==> src/rtl/fifo_dual.sv <==
// fifo_dual: two-wide in-order FIFO using all 2^WIDTH slots through an occupancy counter
module fifo_dual #(
  parameter type DATA_TYPE = logic,
  parameter int  WIDTH     = 2
) (
  input  logic         clk,
  input  logic         rst,
  input  logic         flush,
  input  logic [1:0]   wvalid,
  input  DATA_TYPE     wdata0,
  input  DATA_TYPE     wdata1,
  output logic         wready,
  output logic         wready_two,
  input  logic [1:0]   rready,
  output logic         rvalid,
  output logic         rvalid_two,
  output DATA_TYPE     rdata0,
  output DATA_TYPE     rdata1,
  output logic [WIDTH:0] count
);
  localparam int DEPTH = 1 << WIDTH;
  localparam logic [WIDTH:0] ALMOST = (WIDTH+1)'(DEPTH - 1);
  DATA_TYPE mem [DEPTH];
  logic [WIDTH-1:0] head, tail;
  logic push0, push1, pop0, pop1;
  // flags come from registered count only, so same-cycle pops never free space
  assign wready     = count <= ALMOST;
  assign wready_two = count < ALMOST;
  assign rvalid     = count != '0;
  assign rvalid_two = count > (WIDTH+1)'(1);
  assign push0 = wvalid[0] && wready;
  assign push1 = wvalid[0] && wvalid[1] && wready_two;
  assign pop0  = rready[0] && rvalid;
  assign pop1  = rready[0] && rready[1] && rvalid_two;
  assign rdata0 = rvalid ? mem[head] : '0;
  assign rdata1 = rvalid_two ? mem[head + WIDTH'(1)] : '0;
  always_ff @(posedge clk) begin
    if (!rst || flush) begin
      head  <= '0;
      tail  <= '0;
      count <= '0;
    end else begin
      head  <= head + WIDTH'(pop0) + WIDTH'(pop1);
      tail  <= tail + WIDTH'(push0) + WIDTH'(push1);
      count <= count + (WIDTH+1)'(push0) + (WIDTH+1)'(push1) - (WIDTH+1)'(pop0) - (WIDTH+1)'(pop1);
    end
  end
  always_ff @(posedge clk) begin
    if (rst && !flush) begin
      if (push0) mem[tail] <= wdata0;
      if (push1) mem[tail + WIDTH'(1)] <= wdata1;
    end
  end
endmodule

==> config.mk <==
export PLATFORM = sky130hd
export DESIGN_NAME = fifo_dual
export DESIGN_NICKNAME = d
export VERILOG_FILES = /design/src/rtl/fifo_dual.sv
export SDC_FILE = /design/constraint.sdc
export NUM_CORES = 1
export LEC_CHECK = 0
export ABC_AREA = 1
export BUFFER_PORTS_ARGS = -buffer_cell sky130_fd_sc_hd__buf_2
export CAP_MARGIN = 20
export CELL_PAD_IN_SITES_DETAIL_PLACEMENT = 1
export CELL_PAD_IN_SITES_GLOBAL_PLACEMENT = 1
export CORE_MARGIN = 2
export CORE_UTILIZATION = 40
export CTS_CLUSTER_DIAMETER = 100
export DETAILED_ROUTE_END_ITERATION = 6
export GPL_TIMING_DRIVEN = 0
export PLACE_DENSITY = 0.85
export SYNTH_ARGS = -nofsm -noshare
export SYNTH_HDL_FRONTEND = slang
export SYNTH_SLANG_ARGS = --single-unit
==> constraint.sdc <==
create_clock -name clk -period 3.6 [get_ports clk]
set_input_delay 0.18 -clock clk [delete_from_list [all_inputs] [get_ports clk]]
set_output_delay 0.18 -clock clk [all_outputs]
set_load 0.05 [all_outputs]
---- Yosys cells after proc, flatten, opt, wreduce, memory -nomap -nowiden ----
Memory sizes are Yosys's and may differ from the RTL's. A register that Yosys moved wholly into a read port is not among the register bits.
Cells that the tools add are included.
word-level totals
  output and inout port bits .............. 9
  bits in latches ......................... 0
  memories ................................ 1
  register bits ........................... 7
  bits in writable memories ............... 4
  ROM bits ................................ 0
  bits of input ports ..................... 9
memory list
  name  depth  bits a word  read ports  clocked after memory_dff  write ports  RTL line  source
  mem   4      1            2           1                         2            23        DATA_TYPE mem [DEPTH];
operators by class
  $lt $le $gt $ge ......................... 3
  multiplexer cells ....................... 9
  shift-type cells ........................ 0
  $add $sub $neg .......................... 10
  bitwise gates (word level) .............. 0
  multiply operators ...................... 0
  divide/modulo/power cells ............... 0
  reductions and logical operators ........ 11
  eq/ne operators ......................... 0
operators with widths
  cell                 count
  $add 2x1->2          4
  $mux 1               8
  $logic_and 1x1->1    7
  $add 3x1->3          2
  $sub 3x1->3          2
  $add 2x1->2 const B  2
  $gt 3x1->1 const B   1
  $le 3x2->1 const B   1
  $lt 3x2->1 const B   1
  $reduce_bool 3->1    1
  $logic_not 1->1      2
  $mux 2               1
  $logic_or 1x1->1     1

---- Longest topological paths before layout ----
Gate-level depths: netlist of the first run.
  word-level depth ........................ 6
  depth in mapped cells ................... 13

---- Least setup slack after synthesis of the first run ----
Ideal clock, no wire load.
  kind .................................... flip-flop to flip-flop
  from .................................... register count[2]
  to ...................................... register count[2]
  library setup time ...................... 0.113 ns
  path buffers ............................ 0
  slack ................................... 0.677 ns
  data arrival time ....................... 2.810 ns
  stages on the path, launching flop included .. 12
  path through ............................ dfxtp_1 -> nor2_2 -> inv_2 -> or2_4 -> nand2_1 -> fa_1 -> fa_1 -> ha_1 -> xor2_1 -> nand2_1 -> nand2_1 -> nor2_1
RTL lines
  item                    RTL line  source
  start, declared         19        output logic [WIDTH:0] count
  start signal, assigned  45        count <= count + (WIDTH+1)'(push0) + (WIDTH+1)'(push1) - (WIDTH+1)'(pop0) - (WIDTH+1)'(pop1);
  $gt 3x1->1              30        assign rvalid_two = count > (WIDTH+1)'(1);
  net rvalid_two          16        output logic rvalid_two,
  $logic_and 1x1->1       34        assign pop1 = rready[0] && rready[1] && rvalid_two;
  $sub 3x1->3             45
The timed path passes the listed nets, and every way through them passes these cells.
A chain may end at the register's enable or synchronous reset.

---- Worst setup path after layout of the first run ----
  from .................................... register count[1]
  to ...................................... register count[2]
between the ends
  longest elaborated chain between the ends .. 6
ends and longest elaborated chain
  item                      RTL line  source
  $le 3x2->1                27        assign wready = count <= ALMOST;
  $logic_and 1x1->1         31        assign push0 = wvalid[0] && wready;
  $add 3x1->3 (2 in a row)  45
  $sub 3x1->3               45
  $sub 3x1->3 (*)           45
Mark *: on every way between the ends. The rest lies on a longest branch, timed or not.

==> flow_summary_export.csv, run 1 <==
group,metric,value,unit
synth,avgSynthCellArea,7.79,um2
power_and_ir_drop,internal-power,222,uW
sta,setup_viol,0,
sta,drv_slew,0,
global_routing,antenna_found_initial,0,
power_and_ir_drop,comb_power_share,38.1,%
power_and_ir_drop,p_leak,0.463,nW
layout,antenna_cells,0,
layout,multi_input_area,439,um2
setup_path,crit_fanout,5,
clock_tree,htreeDepth,1,
floorplanning,core-area,1760,um2
synth,syn_inst,99,
floorplanning,start_util,43.7,%
floorplanning,row_count,15,
detailed_routing,postRouteAntennaNets,0,
synth,synth_area,771,um2
synth,ys_seq_area_share,33.8,%
power_and_ir_drop,clock_power_share,23.3,%
clock_tree,hold_buffers,0,
outcome,run_status,"finished clean",
min_path,hold_class,"primary input to register",
sta,skew,1.08,ps
layout,fin_util,51.8,%
layout,seqCellArea,260,um2
power_and_ir_drop,irDropWorstVdd,0.227,mV
floorplanning,die_w,47.9,um
detailed_routing,drt-total-wl,1700,um
power_and_ir_drop,powerDensity,414,nW/um2
place,port_buffers,17,
detailed_routing,wl_per_cell,11.7,um
setup_path,endpoint_kind,"register",
setup_path,path_class,"register to register",
detailed_routing,drt_iter0_drc,11,
floorplanning,ios,18,
clock_tree,cts_tree,"done",
detailed_routing,vias,686,
power_and_ir_drop,p_total,378,uW
clock_tree,clock_latency,270,ps
place,routabilityCongestion,0.847,
power_and_ir_drop,switching_share,41.2,%
layout,final_cell_mix,"nand2_1, buf_2, inv_1, nor2_1, nand3_1",
setup_path,cp.arrival,2630,ps
synth,synth.ff_latch_count,11,
layout,fin_nets,136,
sta,tightest_slew,243,ps
layout,final_common_cell,"nand2_1",
sta,max_freq,408,MHz
place,pre_cts_ws,1140,ps
clock_tree,path_clk_slew,70,ps
clock_tree,post_cts_resized,0,
layout,areaGrowthSynthToFinish,18.5,%
layout,final_cell_area,913,um2
clock_tree,cts_root_buf,"clkbuf_4",
global_routing,overflow,0,
floorplanning,die_area,2290,um2
clock_tree,postCtsSetupBuffers,0,
detailed_routing,vias_per_cell,4.73,
clock_tree,clk_path_buf_depth,2,
sta,rsz0062_at_grt,"no",
synth,synth.distinct_cells,22,
setup_path,cp_data_required_time,3780,ps
layout,fillers,243,
global_routing,grt_max_degree,11,
synth,yosys_warnings,0,
setup_path,startpoint_type,"register",
sta,period_share,68.1,%
layout,drive_above_1_share,25.0,%
sta,timing.final.ws_setup,1150,ps
detailed_routing,drc,0,
global_routing,grt_usage,18.5,%
global_routing,grt_pass1_wl,2810,um
place,hpwl,1400,um
clock_tree,cts_buffers,3,
clock_tree,cts_sinks,11,
detailed_routing,dr.pass1.iters,4,
flow_run,drv_cap,0,
floorplanning,die_h,47.9,um
sta,slew_headroom,83.8,%
power_and_ir_drop,p_sw,156,uW
synth,synthesis.nets,114,
sta,fin_crit,2450,ps
sta,final_hold_viol_count,0,
power_and_ir_drop,seqPwrFrac,38.6,%
global_routing,grt_pass1_vias,680,
place,place_area,887,um2
sta,fin_setup_tns,0,ps
-- path summary, 6_finish.rpt --
| kind | start | to | slack [ps] | cells past startpoint |
|---|---|---|---|---|
| setup reg to reg | count[1] | count[2] | 1150 | 11 |
| hold reg to reg | tail[1] | tail[1] | 580 | 2 |
| setup / recovery | count[1] | count[2] | 1150 | 11 |
| hold / removal | wdata0 | mem[0] | 230 | 3 |
-- cell usage after synthesis --
cell type	instances	area share, %
edfxtp_1	4	16
buf_4	1	0.97
nor2_4	1	1.5
or2_2	1	0.81
nor2_2	1	0.81
nand2_4	2	2.9
xor2_1	2	2.3
inv_2	2	0.97
a21oi_1	3	1.9
xnor2_1	1	1.1
or2_4	1	1.1
o21ai_0	1	0.65
nand2_1	21	10
nor2_1	15	7.3
nor2_8	1	2.6
dfxtp_1	7	18
inv_1	15	7.3
nand3_1	9	5.8
ha_1	2	3.2
nand4_1	4	3.2
o211ai_1	1	0.97
fa_1	4	10
-- kinds of logic after synthesis --
family,count (synthesis),synth area share (%)
buffers and inverters,18,9.25
AO/OA/AOI/OAI,5,3.57
XOR/XNOR,3,3.41
adder cells (fa/ha/maj),6,13.6
AND/OR/NAND/NOR,56,36.4
flip-flops,11,33.8
-- flip-flops by register name (all words and copies together), names as in the netlist --
register	count
mem	4
count	3
head	2
tail	2
-- through the flow --
step	hold slack, ps	std cells
floorplan	359	99
global placement	498	141
detailed placement	501	141
CTS	232	145
global route	241	145
finish	232	145
-- power by group through the flow --
stage          combinational (mW)  clock (mW)  sequential [mW]
2_1_floorplan               0.100           0            0.160
3_3_place_gp                0.141           0            0.148
3_5_place_dp                0.145           0            0.149
4_1_cts                     0.146      0.0900            0.146
5_1_grt                     0.161      0.0958            0.148
6_report                    0.144      0.0879            0.146
-- area by class of cell --
| type | count | area share, % |
|---|---|---|
| tap | 25 | 3.42 |
| timing repair buffer | 17 | 9.32 |
| sequential | 11 | 28.5 |
| buffer | 1 | 0.822 |
| clock buffer | 4 | 2.88 |
| inverter | 17 | 6.99 |
| multi-input combinational | 70 | 48.1 |
-- per-layer routing --
layer / up-vias / global-route usage [%] / part of all wire, %
met2: 13 / 32.5 / 53
met3: 6 / 3.40 / 2.7
met5: - / 0 / 0
met4: 0 / 9.73 / 2.5
li1: 352 / - / -
met1: 315 / 21.2 / 42
-- critical path, stage by stage, from the launching register on --
cell and delay [ps]:
dfxtp_1 360, nor2_2 160, inv_2 50, or2_4 230
nand2_1 130, fa_1 430, fa_1 410, ha_1 200
xor2_1 190, nand2_1 80, nand2_1 70, nor2_1 30
Power figures use the tool's default switching activity.
==> inputs of run 2 (changes only) <==
- ABC_AREA: 1 -> 0
- CORE_UTILIZATION: 40 -> 36
- PLACE_DENSITY: 0.85 -> 0.76
- clock period: 3.6 -> 2 ns (I/O delays scaled with it)
==> flow_summary_export.csv, run 2 <==
group,metric,value,unit
setup_path,r2r_setup_slack,-260,ps
power_and_ir_drop,irDropWorstVdd,0.383,mV
detailed_routing,vias,592,
sta,fin_setup_tns,-367,ps
synth,synth-edff-count,4,
layout,largest_reg_flops,4,
outcome,run_status,"complete, but fails checks",
detailed_routing,drt_iter0_drc,8,
layout,drive_above_1_share,46.8,%
floorplanning,die_h,50.2,um
clock_tree,hold_buffers,0,
synth,syn_inst,69,
clock_tree,cts_root_buf,"clkbuf_4",
synth,synth.area.top_cells,"dfxtp_1, edfxtp_1, fa_1",
place,routabilityCongestion,0.782,
layout,final_cell_area,1010,um2
clock_tree,htreeDepth,1,
synth,ys_seq_area_share,33.9,%
setup_path,startpoint_type,"register",
sta,setup_viol,2,
synth,synth_area,768,um2
setup_path,timing.rr.start,"count[0]",
detailed_routing,dr.pass1.iters,3,
flow_run,drv_cap,0,
setup_path,path_class,"register to register",
clock_tree,cts_tree,"done",
power_and_ir_drop,p_total,733,uW
sta,drv_slew,0,
synth,synth.ff_latch_count,11,
clock_tree,cts_sinks,11,
place,dp_cells,113,
setup_path,crit_fanout,2,
sta,final_hold_viol_count,0,
synth,async_flop_share,0,%
synth,yosysMostFrequentCell,"dfxtp_1",
sta,slew_headroom,82.5,%
setup_path,cp.arrival,2420,ps
layout,fin_util,50.8,%
global_routing,grt_pass1_vias,600,
floorplanning,start_util,38.8,%
layout,regMostFlops,"mem",
global_routing,overflow,0,
setup_path,crit_family,"adder cells",
place,port_buffers,17,
sta,max_freq,443,MHz
detailed_routing,drc,0,
sta,skew,0.907,ps
place,pre_cts_ws,-359,ps
layout,areaGrowthSynthToFinish,30.9,%
synth,synth.distinct_cells,28,
setup_path,crit_buf_inv,0,
layout,final_common_cell,"buf_2",
setup_path,cp_slowest_cell,"fa_1",
sta,rsz0062_at_grt,"yes",
sta,timing.final.ws_setup,-258,ps
global_routing,grt_pass1_wl,2820,um
synth,synth_top_area_share,18.2,%
setup_path,cpPeakStageDelay,420,ps
setup_path,ff2ff_path_depth,8,
power_and_ir_drop,powerDensity,728,nW/um2
detailed_routing,wl_per_cell,14.6,um
setup_path,endpoint_kind,"register",
layout,fin_nets,110,
place,place_area,936,um2
sta,period_share,113,%
global_routing,grt_max_degree,11,
layout,final_cell_mix,"buf_2, and2_1, nor2_1",
detailed_routing,drt-total-wl,1770,um
floorplanning,row_count,16,
floorplanning,ios,18,
layout,fillers,223,
clock_tree,clk_path_buf_depth,2,
setup_path,path_depth,8,
global_routing,grt_usage,15.2,%
outcome,violations,"negative setup slack",
synth,synth_common_cells,"dfxtp_1, and2_1, nor2_1",
clock_tree,cts_buffers,3,
floorplanning,die_area,2520,um2
place,hpwl,1310,um
global_routing,antenna_found_initial,0,
clock_tree,path_clk_slew,80,ps
synth,synthesis.nets,84,
detailed_routing,postRouteAntennaNets,0,
synth,yosys_warnings,0,
power_and_ir_drop,p_leak,0.407,nW
min_path,hold_class,"primary input to register",
layout,largestRegisters,"mem: 4 flops, count: 3 flops",
setup_path,crit_end,"count[2]",
floorplanning,core-area,1980,um2
clock_tree,clock_latency,270,ps
setup_path,cp_cell_sequence,"or3_4 > nand2_4 > fa_1 > fa_2 > ha_2 > xor2_1 > xnor2_1 > nor2_1",
setup_path,cp_data_required_time,2170,ps
sta,tightest_slew,262,ps
sta,whs,153,ps
setup_path,cp-startpoint,"count[0]",
setup_path,r2r_end,"count[2]",
floorplanning,die_w,50.2,um
synth,synth_top_cell_by_area,"dfxtp_1",
layout,fin_cells,121,
synth,avgSynthCellArea,11.1,um2
detailed_routing,vias_per_cell,4.89,
layout,antenna_cells,0,
sta,fin_crit,2260,ps
synth,synth_top_flop_cell,"dfxtp_1",
==> run 2: where the power goes <==
part	internal, mW	switching (mW)
clock network	0.0741	0.0832
logic	0.118	0.196
registers	0.247	0.0152
==> run 2: kinds of logic (layout without fill, tap and decap cells) <==
logic type | count (synthesis) | count (layout) | share of synthesized area (%)
and+or+nand+nor | 31 | 31 | 28.0
DFF | 11 | 11 | 33.9
buffers and inverters | 7 | 32 | 3.75
adders and majority gates | 6 | 6 | 13.7
muxes | 6 | 6 | 11.7
AOI/OAI and AO/OA | 4 | 4 | 4.40
xor gates and xnor gates | 4 | 4 | 4.56
==> run 2: worst min-delay path by stage <==
stage / from / endpoint / slack, ps / cells past startpoint
final: wdata1 / mem[2] / 150 / 2
after global routing: wdata1 / mem[2] / 160 / 2
after CTS: wdata1 / mem[1] / 150 / 2
after detailed placement: wdata1 / mem[1] / 430 / 2
after global placement: wdata1 / mem[3] / 430 / 2
after floorplan: rst / head[0] / 290 / 2
==> run 2: area by class of cell <==
cell class                 instances  area (um2)  share of cell area (%)
buffer                             2        10.0                   0.995
clock buffer                       3        22.5                    2.24
clock inverter                     1        5.00                   0.498
inverter                           5        22.5                    2.24
multi-input combinational         51         526                    52.2
sequential                        11         272                    27.0
tap                               27        33.8                    3.36
timing repair buffer              21         115                    11.4
==> run 2: worst register-to-register path, cell delays in order (launching register included) <==
cell and delay (ps):
dfxtp_4 360, or3_4 400, nand2_4 90, fa_1 420
fa_2 360, ha_2 180, xor2_1 160, xnor2_1 140
nor2_1 50
==> run 2: repair_timing <==
| item | CTS | global route |
|---|---|---|
| pin swaps | 0 | 1 |
| endpoints found under the setup margin | 3 | 3 |
| setup buffers | 3 | 1 |
| resized for setup | 4 | 0 |
| cloned | 0 | 0 |
==> run 2: metal layers <==
metal / up-vias / part of all wire [%] / GRT usage, %
met2: 11 / 54 / 27.0
met3: 0 / 3.1 / 2.68
met1: 293 / 43 / 18.7
met4: 0 / 0 / 4.17
li1: 288 / - / -
met5: - / 0 / 0
==> inputs of run 3 (changes only) <==
- CORE_UTILIZATION: 36 -> 38
- CTS_BUF_LIST: unset -> sky130_fd_sc_hd__clkbuf_4 sky130_fd_sc_hd__clkbuf_8
- PLACE_DENSITY: 0.76 -> 0.79
- SKIP_LAST_GASP: unset -> 1
==> flow_summary_export.csv, run 3 (synthesis gave the netlist of run 2 again) <==
group,metric,value,unit
clock_tree,htreeDepth,1,
global_routing,grt_pass1_vias,661,
setup_path,crit_fanout,4,
setup_path,cp_data_required_time,2150,ps
sta,timing.final.ws_setup,-329,ps
sta,tightest_slew,257,ps
sta,skew,2.77,ps
power_and_ir_drop,powerDensity,729,nW/um2
sta,final_hold_viol_count,0,
floorplanning,die_w,49.0,um
power_and_ir_drop,p_sw,293,uW
setup_path,startpoint_type,"register",
place,port_buffers,17,
floorplanning,die_h,49.0,um
place,routabilityCongestion,0.750,
layout,fin_nets,112,
clock_tree,hold_buffers,0,
detailed_routing,drt-total-wl,1810,um
detailed_routing,drt_iter0_drc,7,
sta,rsz0062_at_grt,"yes",
outcome,run_status,"complete, but fails checks",
setup_path,path_class,"register to register",
setup_path,crit_end,"count[2]",
global_routing,antenna_found_initial,0,
min_path,hold_class,"primary input to register",
setup_path,cp.arrival,2480,ps
layout,final_cell_mix,"buf_2, and2_1, nor2_1, buf_4",
layout,antenna_cells,0,
sta,setup_viol,3,
floorplanning,die_area,2400,um2
layout,regMostFlops,"mem",
detailed_routing,wl_per_cell,14.7,um
power_and_ir_drop,clock_power_share,22.8,%
power_and_ir_drop,internal-power,457,uW
setup_path,endpoint_kind,"register",
detailed_routing,vias,607,
clock_tree,clk_path_buf_depth,2,
detailed_routing,dr.pass1.iters,4,
sta,fin_crit,2330,ps
layout,largestRegisters,"mem: 4 flops, count: 3 flops",
outcome,violations,"negative setup slack",
setup_path,ff2ff_path_depth,8,
setup_path,cp-startpoint,"count[2]",
power_and_ir_drop,switching_share,39.0,%
detailed_routing,drc,0,
layout,areaGrowthSynthToFinish,34.0,%
sta,drv_slew,0,
layout,final_cell_area,1030,um2
sta,whs,151,ps
global_routing,grt_usage,16.6,%
clock_tree,cts_tree,"done",
power_and_ir_drop,irDropWorstVdd,0.605,mV
floorplanning,ios,18,
floorplanning,row_count,16,
setup_path,r2r_end,"count[2]",
sta,slew_headroom,83.0,%
detailed_routing,vias_per_cell,4.93,
min_path,hold_path.startpoint,"wdata1",
clock_tree,cts_sinks,11,
clock_tree,cts_root_buf,"clkbuf_4",
global_routing,grt_max_degree,11,
layout,final_common_cell,"buf_2",
global_routing,grt_pass1_wl,2980,um
setup_path,r2r_setup_slack,-330,ps
sta,max_freq,429,MHz
place,place_area,936,um2
power_and_ir_drop,seqPwrFrac,35.3,%
layout,largest_reg_flops,4,
flow_run,drv_cap,0,
sta,period_share,116,%
power_and_ir_drop,comb_power_share,41.9,%
sta,fin_setup_tns,-453,ps
floorplanning,start_util,39.6,%
layout,fin_util,53.0,%
power_and_ir_drop,p_leak,0.416,nW
clock_tree,cts_buffers,3,
floorplanning,core-area,1940,um2
layout,drive_above_1_share,50.0,%
detailed_routing,postRouteAntennaNets,0,
place,hpwl,1330,um
global_routing,overflow,0,
clock_tree,path_clk_slew,70,ps
clock_tree,clock_latency,270,ps
setup_path,timing.rr.start,"count[2]",
run 3: per-layer routing:
metal | routed length [um] | GRT usage [%] | part of all wire, %
met2 | 1020 | 31.7 | 56
met4 | 24 | 5.71 | 1.3
met1 | 724 | 17.4 | 40
met3 | 49 | 4.29 | 2.7
met5 | 0 | 0 | 0
run 3: layout make-up:
cell class	instances	area, um2
fill	219	912
timing repair buffer	23	130
buffer	2	10.0
multi-input combinational	51	534
tap	27	33.8
inverter	5	22.5
clock buffer	4	30.0
sequential	11	269
run 3: through the flow:
step / cells / power (mW) / worst slack [ps]
after floorplan: 69 / 0.480 / -529
after global placement: 113 / 0.541 / -331
after detailed placement: 113 / 0.548 / -354
after CTS: 121 / 0.745 / -317
after global routing: 123 / 0.802 / -410
final: 123 / 0.750 / -329
run 3: timing repair:
action,in CTS,in global routing
resized for setup,3,2
pin swaps,2,1
setup endpoints to repair,3,3
setup buffers,4,2
run 3: worst min-delay path by stage:
stage / end / slack (ps) / cells past startpoint
final: mem[2] / 150 / 2
after global routing: mem[3] / 150 / 2
after CTS: mem[3] / 150 / 2
after detailed placement: mem[2] / 420 / 2
after global placement: mem[2] / 420 / 2
after floorplan: head[0] / 290 / 2
run 3: power groups by stage:
stage | registers [mW] | clock network (mW) | logic, mW
2_1_floorplan | 0.293 | 0 | 0.187
3_3_place_gp | 0.270 | 0 | 0.271
3_5_place_dp | 0.272 | 0 | 0.277
4_1_cts | 0.265 | 0.175 | 0.304
5_1_grt | 0.268 | 0.191 | 0.343
6_report | 0.265 | 0.171 | 0.314
run 3: worst max-delay path, stage by stage, from the launching register on:
cell and delay [ps]:
dfxtp_4 370, or3_4 410, nand2_4 90, fa_1 430
fa_2 350, ha_2 190, xor2_2 140, xnor2_1 160
nor2_1 70
